<file path="config.mk">
export PLATFORM = sky130hd
export DESIGN_NAME = outwrctl_flat
export DESIGN_NICKNAME = d
export VERILOG_FILES = /design/src/rtl/outwrctl_pkg.sv /design/src/rtl/outwrctl_if.sv /design/src/rtl/outwrctl_outfifo.sv /design/src/rtl/outwrctl.sv /design/src/flat_wrapper.sv
export SDC_FILE = /design/constraint.sdc
export NUM_CORES = 1
export LEC_CHECK = 0
export ABC_AREA = 1
export CORE_ASPECT_RATIO = 1.25
export CORE_UTILIZATION = 60
export CTS_BUF_LIST = sky130_fd_sc_hd__clkbuf_16
export DETAILED_ROUTE_END_ITERATION = 7
export PLACE_DENSITY = 0.85
export RECOVER_POWER = 50
export SETUP_SLACK_MARGIN = 0.4
export SYNTH_ARGS = -nofsm -noshare
export SYNTH_HDL_FRONTEND = slang
export SYNTH_SLANG_ARGS = --single-unit
</file>
<file path="constraint.sdc">
create_clock -name clk -period 8.4 [get_ports clk]
set_input_delay 1.68 -clock clk [delete_from_list [all_inputs] [get_ports clk]]
set_output_delay 1.68 -clock clk [all_outputs]
set_load 0.005 [all_outputs]
</file>
<file path="src/rtl/outwrctl_pkg.sv">
// Shared types and default widths for the output write controller.
package outwrctl_pkg;

    typedef enum logic [1:0] {
        IDLE = 2'd0,
        RUN  = 2'd1,
        DONE = 2'd2
    } state_e;

    localparam int DEF_BDBANKA = 15;
    localparam int DEF_BDBANKW = 64;
    localparam int DEF_BLEN    = 16;
    localparam int DEF_FIFOD   = 4;

endpackage

</file>
<file path="src/rtl/outwrctl_if.sv">
// Quantizer output stream plus data memory write port, bundled as one interface.
interface outwrctl_if #(
    parameter int AW = outwrctl_pkg::DEF_BDBANKA,
    parameter int DW = outwrctl_pkg::DEF_BDBANKW
);
    logic          qout_valid;
    logic [DW-1:0] qout_data;
    logic          qout_ready;
    logic          mem_grant;
    logic          mem_we;
    logic [AW-1:0] mem_addr;
    logic [DW-1:0] mem_wdata;

    // master is the environment (quantizer + memory arbiter), slave is the controller
    modport master (
        output qout_valid, qout_data, mem_grant,
        input  qout_ready, mem_we, mem_addr, mem_wdata
    );
    modport slave (
        input  qout_valid, qout_data, mem_grant,
        output qout_ready, mem_we, mem_addr, mem_wdata
    );
endinterface

</file>
<file path="src/rtl/outwrctl_outfifo.sv">
// Synchronous FIFO with registered storage; head is visible the cycle after a push.
module outwrctl_outfifo #(
    parameter int DEPTH = 4,
    parameter int WIDTH = 64
) (
    input  logic             clk,
    input  logic             clr_n,
    input  logic             push,
    input  logic             pop,
    input  logic [WIDTH-1:0] din,
    output logic [WIDTH-1:0] dout,
    output logic             full,
    output logic             empty
);
    localparam int AW = $clog2(DEPTH);

    // Pointers carry an extra wrap bit so full and empty are distinguishable.
    logic [AW:0]      wr_q, rd_q;
    logic [WIDTH-1:0] mem_q [DEPTH];
    logic             do_push, do_pop;

    assign full    = (wr_q[AW] != rd_q[AW]) && (wr_q[AW-1:0] == rd_q[AW-1:0]);
    assign empty   = (wr_q == rd_q);
    assign do_push = push && !full;
    assign do_pop  = pop && !empty;
    assign dout    = mem_q[rd_q[AW-1:0]];

    always_ff @(posedge clk or negedge clr_n) begin
        if (!clr_n) begin
            wr_q <= '0;
            rd_q <= '0;
        end else begin
            if (do_push) wr_q <= wr_q + (AW+1)'(1);
            if (do_pop)  rd_q <= rd_q + (AW+1)'(1);
        end
    end

    always_ff @(posedge clk) begin
        if (do_push) mem_q[wr_q[AW-1:0]] <= din;
    end
endmodule

</file>
<file path="src/rtl/outwrctl.sv">
// Output write controller: buffers quantizer words and writes them to
// consecutive memory addresses from a per-job base, pulsing done at job end.
module outwrctl
    import outwrctl_pkg::*;
#(
    parameter int BDBANKA = DEF_BDBANKA,
    parameter int BDBANKW = DEF_BDBANKW,
    parameter int BLEN    = DEF_BLEN,
    parameter int FIFOD   = DEF_FIFOD
) (
    input  logic               clk,
    input  logic               clr_n,
    input  logic               start,
    input  logic [BDBANKA-1:0] baseaddr,
    input  logic [BLEN-1:0]    wlen,
    output logic               busy,
    output logic               done,
    outwrctl_if.slave          bus
);
    localparam logic [1:0] ST_IDLE = IDLE;
    localparam logic [1:0] ST_RUN  = RUN;
    localparam logic [1:0] ST_DONE = DONE;

    logic [1:0]         state_q, state_d;
    logic [BDBANKA-1:0] addr_q, addr_d;
    logic [BLEN-1:0]    wlen_q, wlen_d;
    logic [BLEN-1:0]    in_cnt_q, in_cnt_d;
    logic [BLEN-1:0]    out_cnt_q, out_cnt_d;

    logic               run;
    logic               ready;
    logic               we;
    logic               push;
    logic               commit;
    logic               fifo_full, fifo_empty;
    logic [BDBANKW-1:0] fifo_dout;

    assign run    = (state_q == ST_RUN);
    // ready ignores mem_grant so a same-cycle pop never opens a slot early
    assign ready  = run && !fifo_full && (in_cnt_q < wlen_q);
    assign we     = run && !fifo_empty;
    assign push   = bus.qout_valid && ready;
    assign commit = we && bus.mem_grant;

    assign bus.qout_ready = ready;
    assign bus.mem_we     = we;
    assign bus.mem_addr   = addr_q;
    assign bus.mem_wdata  = we ? fifo_dout : '0;
    assign busy           = run;
    assign done           = (state_q == ST_DONE);

    outwrctl_outfifo #(
        .DEPTH (FIFOD),
        .WIDTH (BDBANKW)
    ) u_fifo (
        .clk   (clk),
        .clr_n (clr_n),
        .push  (push),
        .pop   (commit),
        .din   (bus.qout_data),
        .dout  (fifo_dout),
        .full  (fifo_full),
        .empty (fifo_empty)
    );

    always_comb begin
        state_d   = state_q;
        addr_d    = addr_q;
        wlen_d    = wlen_q;
        in_cnt_d  = in_cnt_q;
        out_cnt_d = out_cnt_q;
        case (state_q)
            ST_IDLE: begin
                if (start) begin
                    if (wlen != '0) begin
                        addr_d    = baseaddr;
                        wlen_d    = wlen;
                        in_cnt_d  = '0;
                        out_cnt_d = '0;
                        state_d   = ST_RUN;
                    end else begin
                        state_d = ST_DONE;
                    end
                end
            end
            ST_RUN: begin
                if (push) in_cnt_d = in_cnt_q + BLEN'(1);
                if (commit) begin
                    addr_d    = addr_q + BDBANKA'(1);
                    out_cnt_d = out_cnt_q + BLEN'(1);
                    if (out_cnt_d == wlen_q) state_d = ST_DONE;
                end
            end
            ST_DONE: state_d = ST_IDLE;
            default: state_d = ST_IDLE;
        endcase
    end

    always_ff @(posedge clk or negedge clr_n) begin
        if (!clr_n) begin
            state_q   <= ST_IDLE;
            addr_q    <= '0;
            wlen_q    <= '0;
            in_cnt_q  <= '0;
            out_cnt_q <= '0;
        end else begin
            state_q   <= state_d;
            addr_q    <= addr_d;
            wlen_q    <= wlen_d;
            in_cnt_q  <= in_cnt_d;
            out_cnt_q <= out_cnt_d;
        end
    end
endmodule

</file>
<file path="src/flat_wrapper.sv">
// flat-port wrapper written by rule: the top's interface ports become plain ports
module outwrctl_flat import outwrctl_pkg::*;
#(
    parameter int BDBANKA = DEF_BDBANKA,
    parameter int BDBANKW = DEF_BDBANKW,
    parameter int BLEN    = DEF_BLEN,
    parameter int FIFOD   = DEF_FIFOD
)
  (clk, clr_n, start, baseaddr, wlen, busy, done, bus_qout_valid, bus_qout_data, bus_mem_grant, bus_qout_ready, bus_mem_we, bus_mem_addr, bus_mem_wdata);
  outwrctl_if bus_i ();
  input  logic clk;
  input  logic clr_n;
  input  logic start;
  input  logic [BDBANKA-1:0] baseaddr;
  input  logic [BLEN-1:0] wlen;
  output logic busy;
  output logic done;
  input wire logic [$bits(bus_i.qout_valid)-1:0] bus_qout_valid;
  input wire logic [$bits(bus_i.qout_data)-1:0] bus_qout_data;
  input wire logic [$bits(bus_i.mem_grant)-1:0] bus_mem_grant;
  output wire logic [$bits(bus_i.qout_ready)-1:0] bus_qout_ready;
  output wire logic [$bits(bus_i.mem_we)-1:0] bus_mem_we;
  output wire logic [$bits(bus_i.mem_addr)-1:0] bus_mem_addr;
  output wire logic [$bits(bus_i.mem_wdata)-1:0] bus_mem_wdata;
  assign bus_i.qout_valid = bus_qout_valid;
  assign bus_i.qout_data = bus_qout_data;
  assign bus_i.mem_grant = bus_mem_grant;
  assign bus_qout_ready = bus_i.qout_ready;
  assign bus_mem_we = bus_i.mem_we;
  assign bus_mem_addr = bus_i.mem_addr;
  assign bus_mem_wdata = bus_i.mem_wdata;
  outwrctl #(.BDBANKA(BDBANKA), .BDBANKW(BDBANKW), .BLEN(BLEN), .FIFOD(FIFOD)) u_core (.clk(clk), .clr_n(clr_n), .start(start), .baseaddr(baseaddr), .wlen(wlen), .busy(busy), .done(done), .bus(bus_i));
endmodule
</file>
Word level (Yosys, flattened, before mapping)
Memory sizes are Yosys's and may differ from the RTL's.
Cells that the tools add are included.
{"block": "totals", "register_bits": 71, "latchBits": 0, "mem_bits_rw": 256, "rom_bits": 0, "input_bits": 100, "out_inout_bits": 83, "elab_cells": 60, "n_memories": 1}
{"memory": "u_core.u_fifo.mem_q", "words": 4, "width": 64, "rd": 1, "rd_clocked_by_memory_dff": 0, "wr": 1, "line": "outwrctl_outfifo.sv:19", "text": "logic [WIDTH-1:0] mem_q [DEPTH];"}
{"block": "classes", "n_addsub": 5, "n_mul": 0, "div_mod_pow": 0, "n_lt_le_gt_ge": 1, "n_eq_ne": 11, "shift": 0, "mux": 18, "n_bitwise": 0, "reduce_logical": 17}
{"op": "16-bit two-way mux", "n": 4}
{"op": "64-bit two-way mux", "n": 1}
{"op": "16-bit case mux with 2 select lines", "n": 2}
{"op": "15-bit two-way mux", "n": 3}
{"op": "16-bit by 1-bit adder with 16-bit output (second input constant)", "n": 2}
{"op": "15-bit case mux with 2 select lines", "n": 1}
{"op": "16-bit equality test", "n": 1}
{"op": "16-bit less-than comparator", "n": 1}
{"op": "16-bit nonzero test", "n": 1}
{"op": "15-bit by 1-bit adder with 15-bit output (second input constant)", "n": 1}
{"op": "1-bit logical AND", "n": 8}
{"op": "2-bit two-way mux", "n": 4}
{"op": "2-bit != test (second input constant)", "n": 4}
{"op": "4-bit AND reduction", "n": 2}
{"op": "3-bit by 1-bit adder with 3-bit output (second input constant)", "n": 2}
{"op": "3-bit AND reduction", "n": 2}
{"op": "2-bit case mux with 2 select lines", "n": 1}
{"op": "3-bit equality test", "n": 1}
{"op": "2-bit by 1-bit equality test with 1-bit output (second input constant)", "n": 1}
{"op": "2-bit equality test", "n": 1}
{"op": "2-bit equality test (second input constant)", "n": 1}
{"op": "1-bit logical NOT", "n": 2}
{"op": "2-bit logical NOT", "n": 1}
{"op": "1-bit two-way mux", "n": 2}
{"op": "other kinds (3)", "n": 3}

Depth between registers and ports, before layout
Gate-level depths: netlist of run 1.
{"block": "depth", "depth_word": 9, "mapped_depth": 15, "mapped_depth_nobuf": 15}

Hierarchy
Synthesis of run 1 repeated with hierarchy kept, for this count alone.
{"block": "hier_totals", "cells_unflattened": 1416, "area_unflattened_um2": 14762.9}
{"module": "outwrctl_outfifo", "instances": 1, "cells_per_inst": 678, "area_each_um2": 9935.8, "seq_area_each_um2": 7837.5}
{"module": "outwrctl", "instances": 1, "cells_per_inst": 738, "area_each_um2": 4827.1, "seq_area_each_um2": 1626.6}

Least setup slack after synthesis of run 1
No wires, ideal clock.
{"block": "synth_path", "path_type": "in2reg", "startpoint": "in bus_qout_valid", "endpoint": "mem u_core.u_fifo.mem_q[3][0] (enable)", "setup_time_ps": 488, "arrival_ps": 4594, "required_time_ps": 7912, "setup_slack_ps": 3318, "cell_stages": 2, "path_buffers": 0, "cell_sequence": "nand4_4 -> nor2_1"}
{"block": "synth_between", "elab_chain_len": 4}
{"element": "from (decl)", "line": "flat_wrapper.sv:18", "text": "input wire logic [$bits(bus_i.qout_valid)-1:0] bus_qout_valid;"}
{"element": "1-bit logical AND", "line": "outwrctl.sv:42", "text": "assign push = bus.qout_valid && ready;"}
{"element": "1-bit logical AND", "line": "outwrctl_outfifo.sv:24", "text": "assign do_push = push && !full;"}
{"element": "1-bit two-way mux", "line": "outwrctl_outfifo.sv:39", "text": "if (do_push) mem_q[wr_q[AW-1:0]] <= din;"}
{"element": "1-bit two-way mux (not written as such)", "line": "outwrctl_outfifo.sv:39"}
{"element": "to (decl)", "line": "outwrctl_outfifo.sv:19"}
No other way between the ends.

Worst setup path after layout of run 1
{"block": "layout_path", "startpoint": "reg u_core.u_fifo.rd_q[1]", "endpoint": "out bus_mem_wdata[42]"}
{"block": "layout_between", "elab_chain_len": 4, "word_cells_on_any_way": 5, "cone_classes": "1 x eq/ne; 1 x mux; 2 x reduce/logical; 1 x memory"}
{"element": "from (decl)", "line": "outwrctl_outfifo.sv:18", "text": "logic [AW:0] wr_q, rd_q;"}
{"element": "from (signal assigned)", "line": "outwrctl_outfifo.sv:34", "text": "if (do_pop) rd_q <= rd_q + (AW+1)'(1);"}
{"element": "3-bit equality test", "line": "outwrctl_outfifo.sv:23", "text": "assign empty = (wr_q == rd_q);"}
{"element": "1-bit logical NOT", "line": "outwrctl.sv:41", "text": "assign we = run && !fifo_empty;"}
{"element": "1-bit logical AND", "line": "outwrctl.sv:41"}
{"element": "64-bit two-way mux *", "line": "outwrctl.sv:48", "text": "assign bus.mem_wdata = we ? fifo_dout : '0;"}
{"element": "to (decl)", "line": "flat_wrapper.sv:24", "text": "output wire logic [$bits(bus_i.mem_wdata)-1:0] bus_mem_wdata;"}
Every way passes the cells marked *; elsewhere a longest branch is shown, timed or not.

==> results of run 1 <==
per-layer routing:
metal | GRT usage (%) | vias to the layer above | routed length (µm)
li1 | - | 5178 | -
met1 | 31.8 | 5244 | 12700
met2 | 49.9 | 447 | 17900
met3 | 4.53 | 77 | 2320
met4 | 12.4 | 4 | 928
met5 | 0 | - | 17
cells in the mapped netlist:
library cell and count:
inv_1 92, nor2_1 306, xnor3_1 1, nor4_1 1
a22o_1 1, xnor2_1 5, clkinv_1 2, a31oi_1 5
o21ai_1 4, buf_2 5, xor2_1 11, o21ai_0 165
nor3_1 12, inv_2 5, dfrtp_1 71, o211ai_1 2
nand2_4 3, edfxtp_1 256, buf_6 1, a22oi_1 3
nand3_1 62, or2_2 3, nand3b_1 1, a21oi_1 85
clkbuf_1 40, nand2_1 192, nor2_4 1, a211oi_1 1
buf_4 4, nand2_2 1, buf_1 15, o22ai_1 14
nor2_2 7, ha_1 23, nand4_1 17, nand4_4 1
per-stage QoR:
step,utilization (%),total power [W],std cells
6_report,73.6,0.00570,1933
5_1_grt,73.6,0.00603,1933
4_1_cts,73.7,0.00575,1927
3_5_place_dp,69.8,0.00446,1871
3_3_place_gp,69.8,0.00438,1871
2_1_floorplan,-,0.00349,1418
flip-flops by register name, summed over array words and instances (netlist names):
name,cells
u_core.bus.mem_addr,15
u_core.u_fifo.mem_q,256
u_core.u_fifo.wr_q,3
u_core.wlen_q,16
u_core.in_cnt_q,16
u_core.out_cnt_q,16
u_core.state_q,2
u_core.u_fifo.rd_q,3
critical path, delay by kind of cell (launching register included):
| kind | cells | cell delay, ns |
|---|---|---|
| AOI/OAI and AO/OA | 2 | 0.38 |
| buffers and inverters | 3 | 1.70 |
| DFF | 1 | 0.34 |
| and+or+nand+nor | 3 | 1.04 |
path summary, 6_finish.rpt:
check                                                  end  slack [ns]  depth (start not counted)
worst max-delay path                     bus_mem_wdata[42]        2.64                          8
worst min-delay path                 u_core.u_fifo.rd_q[2]        0.50                          1
worst max register to register  u_core.u_fifo.mem_q[3][14]        3.83                         10
worst min register to register       u_core.u_fifo.rd_q[2]        0.50                          1
max in group asynchronous            u_core.u_fifo.rd_q[0]        3.12                          2
min in group asynchronous          u_core.bus.mem_addr[12]        2.57                          2
cells in the final DEF, fill, tap and decap left out, types with 5 or more instances in the layout:
| cell | n |
|---|---|
| diode_2 | 6 |
| o21ai_0 | 165 |
| ha_1 | 23 |
| edfxtp_1 | 256 |
| clkbuf_16 | 31 |
| clkdlybuf4s50_1 | 110 |
| dfrtp_1 | 69 |
| clkinv_1 | 7 |
| nor3_1 | 12 |
| dlygate4sd3_1 | 71 |
| nand2_1 | 195 |
| nor2_1 | 303 |
| clkinv_2 | 9 |
| o22ai_1 | 14 |
| nor2_2 | 7 |
| inv_2 | 7 |
| xnor2_1 | 5 |
| a31oi_1 | 5 |
| buf_4 | 10 |
| a21oi_1 | 85 |
| nand4_1 | 18 |
| inv_1 | 97 |
| nand3_1 | 62 |
| xor2_1 | 11 |
report_power, final:
group          total [W]  internal [W]  switching, W
logic            0.00223      0.000879       0.00135
registers        0.00219       0.00203      0.000162
clock network    0.00128      0.000698      0.000577
total            0.00570       0.00361       0.00209
area by class of cell:
cell class | instances | share of cell area (%)
sequential | 327 | 54.3
clock inverter | 25 | 0.832
tap | 325 | 2.33
antenna | 6 | 0.0860
timing repair buffer | 193 | 10.9
multi-input combinational | 927 | 25.1
inverter | 99 | 2.13
clock buffer | 31 | 4.44
kinds of logic (layout without fill, tap and decap cells):
logic type	Yosys count	in the layout	share of synthesized area, %
and+or+nand+nor	607	607	17.2
DFF	327	327	65.3
AOI/OAI and AO/OA	280	280	9.96
buffers and inverters	164	348	4.44
adders and majority gates	23	23	1.99
xor gates and xnor gates	17	17	1.12
other	0	6	0
==> flow_metrics.tcl, run 1 <==
set metrics [dict create \
    worstMarginPinSlew_ns 3.86 \
    die_h_um 176 \
    grt.total_usage_pct 27.5 \
    setup_viol 0 \
    relSlewSlack_pct -157 \
    required_ns 6.72 \
    firstDrtPassIters 5 \
    htreeDepth 1 \
    cts_hold_buffers 0 \
    viasPerCell 5.66 \
    criticalPathCategory "reg2out" \
    antenna_found_initial 8 \
    layout_setup_ws_ns 2.64 \
    timing.fmax_mhz 174 \
    port_buffers 182 \
    synth_cell_types 36 \
    seq_area_frac_synth_pct 65.3 \
    cts_buffer_depth 3 \
    cap_viol_max_count 2 \
    clk-insertion-delay-late_ns 0.55 \
    grt_pass1_vias 11000 \
    period_share_pct 68.5 \
    yosys_register_bits 327 \
    die_width_um 141 \
    synth_top_area_share_pct 53.0 \
    num_io_pins 183 \
    num-fill-cells 1541 \
    grt_pass1_wl_mm 53.4 \
    crit_fanout 67 \
    vias 11000 \
    final_hold_viol_count 0 \
    grt_start_max_net_pins 101 \
    synthTopCellsByArea "edfxtp_1 53%, dfrtp_1 12%, nor2_1 7.9%, o21ai_0 5.7%, nand2_1 5.0%" \
    vdd_drop_max_v 0.000231 \
    hpwlAfterDp_mm 20.7 \
    path_common_cell "nand2_1" \
    leakage_nw 6.57 \
    hold_slack_ns 0.505 \
    drc 0 \
    clock_sinks 327 \
    detailed_place.area_mm2 0.0166 \
    cts_resized 0 \
    critPathMaxStageDelay_ns 0.83 \
    end_kind "primary output" \
    syn_area_per_cell_um2 10.2 \
    num_rows 63 \
    fin_nets 1702 \
    hp-class "reg2reg" \
    critPathLaunchType "register" \
    wl_mm 33.9 \
    fin_setup_tns_ns 0 \
    synth_largest_area_cell "edfxtp_1" \
    rsz0062_at_grt "no" \
    netlist_area_mm2 0.0145 \
    skew_ns 0.0161 \
    final_antenna_net_count 0 \
    grt_overflow 0 \
    pre_cts_ws_ns 3.62 \
    design.core.area_mm2 0.0237 \
    clk_pin_slew_worst_paths_ns 0.06 \
    wl_per_cell_um 17.5 \
    cp_cell_sequence "buf_4, nand2_1, a21oi_1, nand2_1, nand2_1, buf_4, a21oi_1, clkdlybuf4s50_1" \
    cts-root-buf "clkbuf_16" \
    design_area_mm2 0.0175 \
    r2r_start "u_core.u_fifo.rd_q[1]" \
    violations "capacitance limit, slew limit" \
    seqCellArea_mm2 0.00947 \
    drt-initial-drc-count 995 \
    synth_fp_nets 1541 \
    min_period_ns 5.76 \
    multi_input_area_mm2 0.00437 \
    finalMaxSlewViolations 90 \
    fp.dieArea_mm2 0.0248 \
    status "complete, but fails checks" \
    drive_above_1_share_pct 4.93 \
    powerDensity_mw_per_mm2 326 \
    syn_inst 1418 \
    min_from "u_core.u_fifo.rd_q[2]" \
    cts_buffers 31 \
    syn2layout_area_growth_pct 20.4 \
    initial_core_util_pct 61.1 \
    tritoncts "yes" \
    post_cts_buffers 0 \
    cp.arrival_ns 4.08 \
    place.gp.congestion 0.901 \
    ys_warn_count 0 \
    critPathSlowestCell "nand2_1" \
    startpoint "u_core.u_fifo.rd_q[1]" \
]
No activity file was read; power rests on OpenSTA's default activity.
==> run 2: changes to the inputs <==
Settings changed: CORE_UTILIZATION 60 to 50, PLACE_DENSITY 0.85 to 0.76.
Clock period 8.4 ns to 4.8 ns, I/O delays scaled along.
==> run 2 against run 1 <==
Compared with the run above:
- the run still ends with capacitance limit, slew limit left
- die area grew 20%
- sequential cell count is the same
- critical path depth shrank 1
- utilization shrank 11 points
- cell count grew 2.2%
- combinational power grew 76%
- critical path type unchanged
- largest cell class unchanged
==> flow_metrics.tcl, run 2 (synthesis results as in run 1) <==
set metrics [dict create \
    violations "capacitance limit, slew limit" \
    critPathLaunchType "register" \
    powerDensity_mw_per_mm2 579 \
    viasPerCell 5.52 \
    grt.total_usage_pct 22.6 \
    die_width_um 154 \
    grt_pass1_vias 10800 \
    skew_ns 0.0251 \
    worst-r2r-cell-count 8 \
    grt_start_max_net_pins 84 \
    final_hold_viol_count 0 \
    final_antenna_net_count 0 \
    cts_buffers 35 \
    drc 0 \
    wl_per_cell_um 17.1 \
    fin_setup_tns_ns 0 \
    final_cell_mix "302 x nor2_1, 256 x edfxtp_1, 193 x nand2_1" \
    drive_above_1_share_pct 5.28 \
    fin_nets 1708 \
    holdPathEnd "u_core.wlen_q[5]" \
    clk_pin_slew_worst_paths_ns 0.06 \
    port_buffers 182 \
    min_from "u_core.wlen_q[5]" \
    crit_family "buffers and inverters" \
    layout_setup_ws_ns 0.651 \
    design.core.area_mm2 0.0285 \
    period_share_pct 86.4 \
    syn2layout_area_growth_pct 22.3 \
    pre_cts_ws_ns 1.09 \
    required_ns 3.84 \
    vias 10900 \
    min_period_ns 4.15 \
    crit_fanout 49 \
    place.gp.congestion 0.883 \
    num_io_pins 183 \
    final_common_cell "nor2_1" \
    grt_pass1_wl_mm 53.2 \
    cts_buffer_depth 3 \
    end_kind "primary output" \
    largest_reg_flops 256 \
    vdd_drop_max_v 0.000394 \
    path_buf_inv 2 \
    cp_cell_sequence "xor2_1, a21oi_1, nand2_1, nand2_2, buf_12, a21oi_1, clkdlybuf4s50_1" \
    hold_path_depth 2 \
    critPathMaxStageDelay_ns 0.79 \
    wl_mm 33.9 \
    path_common_cell "a21oi_1" \
    hpwlAfterDp_mm 20.5 \
    num_rows 69 \
    r2r_start "u_core.u_fifo.rd_q[0]" \
    leakage_nw 6.66 \
    reg2reg_to "u_core.u_fifo.mem_q[2][13]" \
    fp.dieArea_mm2 0.0297 \
    cts-root-buf "clkbuf_16" \
    finalMaxSlewViolations 164 \
    cp.arrival_ns 3.19 \
    hp-class "reg2reg" \
    rsz0062_at_grt "no" \
    setup_viol 0 \
    htreeDepth 2 \
    clk-insertion-delay-late_ns 0.52 \
    drt-initial-drc-count 922 \
    grt_overflow 0 \
    critPathSlowestCell "dfrtp_4" \
    timing.fmax_mhz 241 \
    initial_core_util_pct 50.9 \
    criticalPathCategory "reg2out" \
    cap_viol_max_count 4 \
    die_h_um 192 \
    cts_hold_buffers 0 \
    p_total_w 0.0103 \
    clock_sinks 327 \
    worstMarginPinSlew_ns 2.42 \
    relSlewSlack_pct -61.5 \
    tritoncts "yes" \
    firstDrtPassIters 6 \
    antenna_found_initial 10 \
    reg2reg_slack_ns 0.86 \
    status "complete, but fails checks" \
]
[run 2: cell count changes in the layout (fill, tap and decap cells not counted), moves of 3 or more]
cell / previous run / this run
clkdlybuf4s50_1: 110 / 101
clkinv_2: 9 / 6
buf_4: 10 / 5
dlygate4sd3_1: 71 / 80
diode_2: 6 / 9
clkbuf_16: 31 / 36
buf_12: 0 / 4
[run 2: worst register-to-register path, stage by stage (launching register included)]
cell     delay, ns
dfrtp_4       0.79
xor2_1        0.28
a21oi_1       0.09
nand2_1       0.08
nand2_1       0.05
inv_1         0.09
nand4_1       0.60
nor2_4        0.24
buf_2         1.29
[run 2: worst max path at each step]
stage | start | to | slack [ns] | cells after the start
global route | clr_n | u_core.u_fifo.rd_q[1] | 0.35 | 2
floorplan | u_core.in_cnt_q[9] | u_core.u_fifo.mem_q[0][0] | 0.21 | 6
finish | u_core.u_fifo.rd_q[0] | bus_mem_wdata[47] | 0.65 | 7
detailed placement | u_core.u_fifo.rd_q[0] | bus_mem_wdata[27] | 1.09 | 6
CTS | u_core.u_fifo.rd_q[0] | bus_mem_wdata[50] | 0.48 | 5
global placement | u_core.u_fifo.rd_q[0] | bus_mem_wdata[4] | 1.12 | 6
[run 2: timing repair]
action	in CTS	in global routing
buffers inserted	0	0
setup endpoints to repair	0	16
resized for setup	0	3
[run 2: final cells by class]
| cell class | instances | area [µm²] |
|---|---|---|
| fillers | 2250 | 10800 |
| well taps | 355 | 444 |
| inverters | 99 | 374 |
| repair buffers | 195 | 1960 |
| clock inverters | 27 | 165 |
| flip-flops and latches | 327 | 9470 |
| multi-input cells | 927 | 4390 |
| clock buffers | 36 | 901 |
| diodes | 9 | 22.5 |
[run 2: report_power, final]
group          total, W  internal, W  switching [W]
Sequential      0.00384      0.00355       0.000293
Clock           0.00250      0.00142        0.00108
Combinational   0.00392      0.00157        0.00235
[run 2: metrics by stage]
stage	hold slack, ns	utilization (%)	cells	instance area (µm²)
after global routing	0.534	62.2	1971	17700
final	0.492	62.2	1975	17700
after detailed placement	0.492	58.6	1903	16700
after CTS	0.504	62.3	1966	17700
after floorplan	0.453	-	1418	14500
after global placement	0.473	58.6	1903	16700
[run 2: metal layers]
layer,wire length [µm],track usage (%),up-vias
li1,-,-,5205
met1,13500,26.7,5237
met2,17200,40.3,373
met3,2220,5.19,74
met4,952,8.53,4
met5,31,0,-
==> run 3: changes to the inputs <==
Settings changed: CAP_MARGIN from default to 20.
==> run 3 against run 2 <==
Compared with the run above:
- the flow still finishes with violations (capacitance limit, slew limit)
- count of clock-buffer cells in the layout did not move
- die area did not move
- cell area rose by 0.17%
- register-to-register slack improved by 0.58 ns
- sequential share of layout area fell by 0.090 points
- global-route usage did not move
- non-clock buffer count rose by 2
- utilization rose by 0.11 points
- worst setup slack improved by 0.015 ns
- first-iteration DRC count fell by 9.2%
- hold slack barely moved
- power barely moved
- largest cell class unchanged
- largest power group unchanged
==> flow_metrics.tcl, run 3 (synthesis results as in run 1) <==
set metrics [dict create \
    multi_input_area_mm2 0.00439 \
    antenna_found_initial 10 \
    die_h_um 192 \
    final_common_cell "nor2_1" \
    top_usage_layer "met2" \
    drt-initial-drc-count 837 \
    crit_fanout 49 \
    post_cts_buffers 0 \
    hp-class "reg2reg" \
    seqCellArea_mm2 0.00947 \
    grt.total_usage_pct 22.6 \
    cts_buffer_depth 3 \
    fin_setup_tns_ns 0 \
    drive_above_1_share_pct 5.39 \
    num-fill-cells 2245 \
    p_sw_share_pct 36.2 \
    p_seq_share_pct 37.4 \
    setup_viol 0 \
    startpoint "u_core.u_fifo.rd_q[0]" \
    syn2layout_area_growth_pct 22.5 \
    reg2reg_to "u_core.in_cnt_q[10]" \
    met2_usage_pct 40.3 \
    num_io_pins 183 \
    largest_reg_flops 256 \
    cts_hold_buffers 0 \
    wl_per_cell_um 17.1 \
    power.share.clock_pct 24.3 \
    rsz0062_at_grt "no" \
    clock_sinks 327 \
    cap_viol_max_count 1 \
    gr-usage-met3_pct 5.19 \
    finalMaxSlewViolations 30 \
    p_sw_w 0.00372 \
    clk_pin_slew_worst_paths_ns 0.06 \
    pre_cts_ws_ns 1.09 \
    status "complete, but fails checks" \
    period_share_pct 86.1 \
    min_period_ns 4.13 \
    grt_overflow 0 \
    timing.fmax_mhz 242 \
    holdPathEnd "u_core.wlen_q[5]" \
    htreeDepth 2 \
    hpwlAfterDp_mm 20.5 \
    end_kind "primary output" \
    violations "capacitance limit, slew limit" \
    layout_setup_ws_ns 0.666 \
    reg2reg_slack_ns 1.44 \
    fin_nets 1710 \
    num_rows 69 \
    initial_core_util_pct 50.9 \
    p_total_w 0.0103 \
    worst-r2r-cell-count 10 \
    grt_pass1_vias 10800 \
    die_width_um 154 \
    final_hold_viol_count 0 \
    grtUsageMet1_pct 26.7 \
    viasPerCell 5.50 \
    vias 10900 \
    clk-insertion-delay-late_ns 0.52 \
    wl_mm 33.8 \
    vdd_drop_max_v 0.000394 \
    cp.arrival_ns 3.17 \
    hold_slack_ns 0.492 \
    cts_buffers 35 \
    required_ns 3.84 \
    grt_pass1_wl_mm 53.2 \
    tritoncts "yes" \
    final_cell_mix "302 x nor2_1, 256 x edfxtp_1, 193 x nand2_1" \
    critPathLaunchType "register" \
    place.gp.congestion 0.883 \
    skew_ns 0.0253 \
    pwr-share-comb_pct 38.3 \
    fp.dieArea_mm2 0.0297 \
    worstMarginPinSlew_ns 1.55 \
    min_from "u_core.wlen_q[5]" \
    hold_path_depth 2 \
    drc 0 \
    port_buffers 182 \
    cts-root-buf "clkbuf_16" \
    cts_resized 0 \
    criticalPathCategory "reg2out" \
    leakage_nw 6.67 \
    firstDrtPassIters 5 \
    final_antenna_net_count 0 \
    design.core.area_mm2 0.0285 \
    r2r_start "u_core.u_fifo.rd_q[0]" \
    powerDensity_mw_per_mm2 578 \
    p_int_w 0.00655 \
    relSlewSlack_pct -3.11 \
    grt_start_max_net_pins 84 \
]
[run 3: cell types whose count changed in the layout (fill, tap and decap cells not counted)]
cell | before | now
buf_2 | 1 | 0
buf_4 | 5 | 7
dlygate4sd3_1 | 80 | 79
clkdlybuf4s50_1 | 101 | 102
buf_12 | 4 | 5
[run 3: area by class of cell]
cell class                 instances  area share, %
antenna                            9          0.127
clock buffer                      36           5.07
clock inverter                    27          0.930
inverter                          99           2.11
multi-input combinational        927           24.7
sequential                       327           53.3
tap                              355           2.50
timing repair buffer             197           11.2
[run 3: worst max path at each step]
stage                                           end  slack, ns
after floorplan           u_core.u_fifo.mem_q[0][0]       0.21
after global placement             bus_mem_wdata[4]       1.12
after detailed placement          bus_mem_wdata[27]       1.09
after CTS                         bus_mem_wdata[50]       0.48
after global routing               bus_mem_wdata[1]       0.48
final                             bus_mem_wdata[47]       0.67
[run 3: critical path, stage by stage, from the launching register on]
cell	delay, ns
dfrtp_4	0.79
xor2_1	0.25
a21oi_1	0.09
nand2_1	0.09
nand2_2	0.34
buf_12	0.34
a21oi_1	0.19
clkdlybuf4s50_1	0.56
[run 3: stage by stage]
step	utilization, %	instance area [µm²]	std cells
floorplan	-	14500	1418
global placement	58.6	16700	1903
detailed placement	58.6	16700	1903
CTS	62.3	17700	1966
global route	62.3	17700	1973
finish	62.3	17800	1977
[run 3: per-layer routing]
metal / share of wire (%) / routed length, µm
met1: 40 / 13600
met2: 51 / 17100
met5: 0.092 / 31
met4: 2.8 / 957
met3: 6.3 / 2120
[run 3: power by group through the flow]
stage | clock network, W | registers [W] | logic (W)
floorplan | 0 | 0.00379 | 0.00232
global placement | 0 | 0.00386 | 0.00389
detailed placement | 0 | 0.00388 | 0.00399
CTS | 0.00254 | 0.00383 | 0.00402
global route | 0.00264 | 0.00388 | 0.00437
finish | 0.00249 | 0.00383 | 0.00393
